--- config.mk ---
export PLATFORM = sky130hd
export DESIGN_NAME = mem_arbiter
export DESIGN_NICKNAME = d
export VERILOG_FILES = /design/src/rtl/mem_arbiter.sv
export SDC_FILE = /design/constraint.sdc
export NUM_CORES = 1
export LEC_CHECK = 0
export BUFFER_PORTS_ARGS = -buffer_cell sky130_fd_sc_hd__buf_4
export CORE_ASPECT_RATIO = 0.5
export CORE_MARGIN = 5
export CORE_UTILIZATION = 41
export CTS_CLUSTER_DIAMETER = 150
export DETAILED_ROUTE_END_ITERATION = 6
export GPL_TIMING_DRIVEN = 0
export PLACE_DENSITY = 0.84
export SYNTH_ARGS = -nofsm -noshare
export SYNTH_HDL_FRONTEND = slang
export SYNTH_SLANG_ARGS = --single-unit
--- constraint.sdc ---
create_clock -name CLK -period 3 [get_ports CLK]
set_clock_uncertainty 0.2 [all_clocks]
set_input_delay 0.75 -clock CLK [delete_from_list [all_inputs] [get_ports CLK]]
set_output_delay 0.75 -clock CLK [all_outputs]
set_load 0.01 [all_outputs]
--- src/rtl/mem_arbiter.sv ---
// rtl/mem_arbiter.sv - shares one RAM port between instruction fetch and data memory
// Data has priority; a streak counter forces an instruction grant after MAX_DSTREAK data grants.
module mem_arbiter #(
    parameter int MAX_DSTREAK = 4
) (
    input  logic        CLK,
    input  logic        nRST,
    input  logic        iREN,
    input  logic [31:0] iaddr,
    output logic [31:0] iload,
    output logic        ihit,
    input  logic        dREN,
    input  logic        dWEN,
    input  logic [31:0] daddr,
    input  logic [31:0] dstore,
    output logic [31:0] dload,
    output logic        dhit,
    output logic        ram_ren,
    output logic        ram_wen,
    output logic [31:0] ram_addr,
    output logic [31:0] ram_store,
    input  logic [31:0] ram_load,
    input  logic        ram_ready
);
    typedef enum logic [1:0] {IDLE, IACC, DRD, DWR} state_t;

    state_t      state, next_state;
    logic [3:0]  dstreak, next_dstreak;
    logic [31:0] next_addr, next_store;
    logic        d_req, starve, grant_i, grant_d;

    assign d_req  = dREN | dWEN;
    assign starve = iREN && (dstreak == 4'(MAX_DSTREAK));

    always_ff @(posedge CLK or negedge nRST) begin
        if (!nRST) begin
            state     <= IDLE;
            dstreak   <= 4'd0;
            ram_addr  <= 32'd0;
            ram_store <= 32'd0;
        end else begin
            state     <= next_state;
            dstreak   <= next_dstreak;
            ram_addr  <= next_addr;
            ram_store <= next_store;
        end
    end

    always_comb begin
        grant_i      = 1'b0;
        grant_d      = 1'b0;
        next_state   = state;
        next_dstreak = dstreak;
        next_addr    = ram_addr;
        next_store   = ram_store;
        // On completion the requester just served sits out; the other one chains in directly.
        case (state)
            IDLE: begin
                if (d_req && !starve) grant_d = 1'b1;
                else if (iREN)        grant_i = 1'b1;
            end
            IACC: begin
                if (ram_ready) begin
                    next_state = IDLE;
                    grant_d    = d_req;
                end
            end
            DRD, DWR: begin
                if (ram_ready) begin
                    next_state = IDLE;
                    grant_i    = iREN;
                end
            end
            default: next_state = IDLE;
        endcase
        if (grant_d) begin
            next_state = dWEN ? DWR : DRD;
            next_addr  = daddr;
            next_store = dstore;
            if (!iREN)
                next_dstreak = 4'd0;
            else if (dstreak != 4'(MAX_DSTREAK))
                next_dstreak = dstreak + 4'd1;
        end
        if (grant_i) begin
            next_state   = IACC;
            next_addr    = iaddr;
            next_dstreak = 4'd0;
        end
    end

    assign ram_ren = (state == IACC) || (state == DRD);
    assign ram_wen = (state == DWR);
    assign ihit    = (state == IACC) && ram_ready && iREN;
    assign dhit    = ((state == DRD) || (state == DWR)) && ram_ready && d_req;
    assign iload   = ihit ? ram_load : 32'd0;
    assign dload   = (dhit && (state == DRD)) ? ram_load : 32'd0;
endmodule

Word level (Yosys, flattened, before mapping)
Cells that the tools add are included.
{"block": "op_classes", "bitwise": 1, "reduce_logical": 18, "n_eq_ne": 6, "addsub": 1, "n_mux": 20}
{"operator": "2-to-1 mux 32 bit", "n": 4}
{"operator": "2-to-1 mux 4 bit", "n": 4}
{"operator": "2-to-1 mux 2 bit", "n": 4}
{"operator": "logical AND 1 bit", "n": 7}
{"operator": "2-to-1 mux 1 bit", "n": 6}
{"operator": "nonzero test 3 bit", "n": 2}
{"operator": "adder 4 x 1 -> 4 bit, second input constant", "n": 1}
{"operator": "== test 2 bit, second input constant", "n": 2}
{"operator": "== test 4 x 3 -> 1 bit, second input constant", "n": 1}
{"operator": "!= test 4 x 3 -> 1 bit, second input constant", "n": 1}
{"operator": "one-hot mux 1 bit (2 select lines)", "n": 2}
{"operator": "AND reduction 2 bit", "n": 2}
{"operator": "!= test 3 x 1 -> 1 bit, second input constant", "n": 1}
{"operator": "OR reduction 3 bit", "n": 1}
{"operator": "== test 2 x 1 -> 1 bit, second input constant", "n": 1}
{"operator": "logical NOT 2 bit", "n": 1}
{"operator": "logical OR 1 bit", "n": 2}
{"operator": "nonzero test 2 bit", "n": 1}
{"operator": "OR reduction 2 bit", "n": 1}
{"operator": "logical NOT 1 bit", "n": 1}
{"operator": "bitwise OR 1 bit", "n": 1}
{"block": "totals", "output_inout_bits": 132, "reg_bits": 70}

Longest topological paths before layout
{"block": "logic_depth", "ltp_word": 8, "mapped_depth": 8, "depth_no_buf": 6}

Worst setup path before layout
OpenSTA, ideal clock, no wires.
{"block": "synth_timing", "path_type": "input-to-output", "startpoint": "input port ram_ready", "endpoint": "output port iload[22]", "slack_ns": 0.520, "arrival_time_ns": 1.530, "path_buffers": 1, "cell_stages": 4, "required_time_ns": 2.050, "cell_sequence": "nand2_1 -> nor2_1 -> clkbuf_1 -> and2_1"}
{"block": "synth_between", "elab_chain_len": 3}
{"element": "start: declaration", "line_no": "23", "source": "input logic ram_ready"}
{"element": "logical AND 1 bit (2 in series)", "line_no": "94", "source": "assign ihit = (state == IACC) && ram_ready && iREN;"}
{"element": "via ihit", "line_no": "11", "source": "output logic ihit,"}
{"element": "2-to-1 mux 32 bit", "line_no": "96", "source": "assign iload = ihit ? ram_load : 32'd0;"}
{"element": "end: declaration", "line_no": "10", "source": "output logic [31:0] iload,"}
The timed path passes the listed nets, and every way through them passes these cells.

Worst setup path in the final report
{"block": "layout_timing", "startpoint": "register state[1]", "endpoint": "output port iload[4]"}
{"block": "layout_between", "elab_chain_len": 4}
{"element": "start: declaration", "line_no": "27", "source": "state_t state, next_state;"}
{"element": "start signal: assignment", "line_no": "42", "source": "state <= next_state;"}
{"element": "== test 2 x 1 -> 1 bit", "line_no": "94"}
{"element": "logical AND 1 bit (2 in series)", "line_no": "94"}
{"element": "2-to-1 mux 32 bit", "line_no": "96"}
Every way passes these cells.

==> key figures <==
Logic synthesis
  • Seq/Total Area, Yosys: 0.491
  • Synthesized cell area: 3570 um2
  • Syn Nets: 478
  • Distinct cells, synth: 29
  • Main synth FF type: dfrtp_1
  • Cell count after synthesis: 336
  • Synth Register Bits: 70
  • Synthesized area per cell: 10.6 um2
  • Post-synth top area cell: dfrtp_1
  • Synth top area cells: dfrtp_1 (49%), and2_1 (11%), mux2_2 (10%)
  • Share of the synthesized area in the top cell type: 0.491
  • Synth Warn #: 0
  • Post-synth EDFFs: 0
  • Ys async rst share: 1.00

Power and ir drop
  • Power density cells: 940 nW/um2
  • Maximum vdd drop: 0.000496 V
  • LEAKAGE: 3.08 nW

Route
  • Drt wl/cell: 17.5 um
  • Drt first pass iters: 4
  • Final WL: 12.9 mm
  • First DRT Iteration DRCs: 215
  • Via density: 4.90
  • Via Count: 3,600
  • ANT nets after route: 0
  • Residual DRC: 0

Clock network
  • Postcts setup bufs: 0
  • TritonCTS clock tree: done
  • TritonCTS buffer count: 9
  • Worst-path clk slew: 0.06 ns
  • Clock Sinks: 70
  • Clk buf depth: 2
  • Worst skew pair latency: 0.32 ns
  • Root Driver: clkbuf_16
  • # H-tree levels: 3

Timing
  • Worst slew pin tran: 0.890 ns
  • Min Tclk post-route: 2.86 ns
  • Final hold violation count: 0
  • Fin crit share: 0.954
  • Final Worst Setup Slack: 0.138 ns
  • Slew headroom: 0.407
  • Final setup violation count: 0
  • Achievable frequency: 0.349 GHz
  • Worst hold slack: 0.306 ns
  • Slew Viols, Final: 0

Setup path
  • Setup crit end: iload[4]
  • Critical R2R Capture: ram_addr[31]$_DFFE_PN0P_
  • Critical path origin: state[1]$_DFFE_PN0P_
  • Critical-path top delay cell: dfrtp_1
  • R2R cell count: 7
  • Critical Path RT: 2.05 ns
  • Max stage delay on crit path: 0.41 ns
  • Critical Path, Cell by Cell: inv_1, ha_1, nand2_1, nor2_4, clkbuf_2, and2_1, buf_4
  • Worst-path maximum fanout: 10
  • Flop2flop setup slack: 0.46 ns
  • WP data arrival: 1.91 ns
  • Worst Path Class, Setup: reg2out
  • Setup crit end kind: output pin
  • Reg-to-reg startpoint: state[0]$_DFFE_PN0P_
  • Setup crit start kind: flop

Hold path
  • Hold Path Class: reg2reg
  • HP Start: ram_store[17]$_DFFE_PN0P_

Final layout
  • Fill count: 638
  • Storage element area: 1750 um2
  • Share of cells above drive strength 1: 0.545
  • Area grow syn2layout: 69.9%
  • Commonest non-fill, non-tap cell in the layout: buf_4
  • Multi-input logic area: 1700 um2
  • Antenna diode count: 0
  • Nets: 754
  • Most frequent cells in the layout: buf_4 (269), dfrtp_1 (70), and2_1 (64)

Floorplanning
  • Standard-cell row count: 24
  • Core area: 8590 um2
  • IO Pins: 266
  • Die area: 10,800 um2
  • Die H: 76.0 um
  • Starting density of the core: 0.416
  • Die W: 142 um

GRT
  • Initial antenna violation count: 0
  • Largest net degree at the start of global routing: 71
  • Vias in the first global route: 3,882
  • First-pass GRT wire length: 19.8 mm
  • Total Routing Usage GR: 0.232
  • Final global-route overflow total: 0

Placement
  • Routability cong.: 0.870
  • Post-DP HPWL: 10.2 mm
  • Place WS: 0.0345 ns
  • Port bufs: 265

Run
  • MaxCap Viol Count: 0

Status
  • Status: completed
## critical path, delay by kind of cell (launching register included)
kind                       cells  cell delay, ns
adders and majority gates      1            0.16
buffers and inverters          3            0.49
DFF                            1            0.41
and+or+nand+nor                3            0.53
## metrics by stage
step | instances | instance area, um2 | TNS (ns) | util | power, W
finish | 734 | 6060 | 0 | 0.706 | 0.00570
global route | 734 | 6060 | -0.0626 | 0.706 | 0.00604
CTS | 734 | 6050 | 0 | 0.704 | 0.00573
detailed placement | 718 | 5700 | 0 | 0.664 | 0.00452
global placement | 718 | 5700 | 0 | 0.664 | 0.00442
floorplan | 336 | 3570 | 0 | - | 0.00316
## synth_stat cells (3+ instances only)
cell      number
mux2_2        32
inv_1          7
nand2_1       37
a21oi_1        6
buf_4          4
dfrtp_1       70
ha_1           8
nand4_1        3
buf_2          8
mux2i_1       32
nor2_1         5
and2_1        64
o21ai_0       36
clkbuf_1       6
## area by class of cell
class	count	area share
inverters	7	0.00433
well taps	117	0.0241
flip-flops and latches	70	0.289
multi-input cells	239	0.281
repair buffers	265	0.328
clock inverters	3	0.0107
clock buffers	13	0.0446
plain buffers	20	0.0182
## kinds of logic after synthesis
kind of cell	count (synthesis)	share of synthesized area
AO/OA/AOI/OAI	49	0.0747
adder cells (fa/ha/maj)	8	0.0281
buffers and inverters	27	0.0361
flip-flops	70	0.491
multiplexers	64	0.191
AND/OR/NAND/NOR	118	0.180
## metal layers
| layer | global-route usage | part of all wire |
|---|---|---|
| met3 | 0.0734 | 0.062 |
| met1 | 0.256 | 0.37 |
| met2 | 0.427 | 0.55 |
| met5 | 0 | 0 |
| met4 | 0.0661 | 0.020 |
## worst min path at each step
stage | to | slack, ns | depth (start not counted)
floorplan | dstreak[0]$_DFFE_PN0P_ | 0.25 | 0
global placement | ram_store[22]$_DFFE_PN0P_ | 0.29 | 1
detailed placement | ram_store[18]$_DFFE_PN0P_ | 0.30 | 1
CTS | ram_store[18]$_DFFE_PN0P_ | 0.31 | 1
global route | ram_store[18]$_DFFE_PN0P_ | 0.33 | 1
finish | ram_store[17]$_DFFE_PN0P_ | 0.31 | 1
## state kept, by name (all words and copies together) (netlist names)
name and count:
dstreak 4, ram_store 32, ram_addr 32, state 2
## repair_timing
action / 4_1_cts / 5_1_grt
hold buffers: 0 / 0
endpoints found under the setup margin: 41 / 49
pin swaps: 0 / 0
resized for setup: 6 / 6
## where the power goes
| part | total (W) | internal, W | switching [W] |
|---|---|---|---|
| clock network | 0.00118 | 0.000795 | 0.000383 |
| registers | 0.00171 | 0.00143 | 0.000278 |
| logic | 0.00281 | 0.00149 | 0.00132 |
| total | 0.00570 | 0.00372 | 0.00198 |
Note: power is estimated with default switching activity, not from simulation.
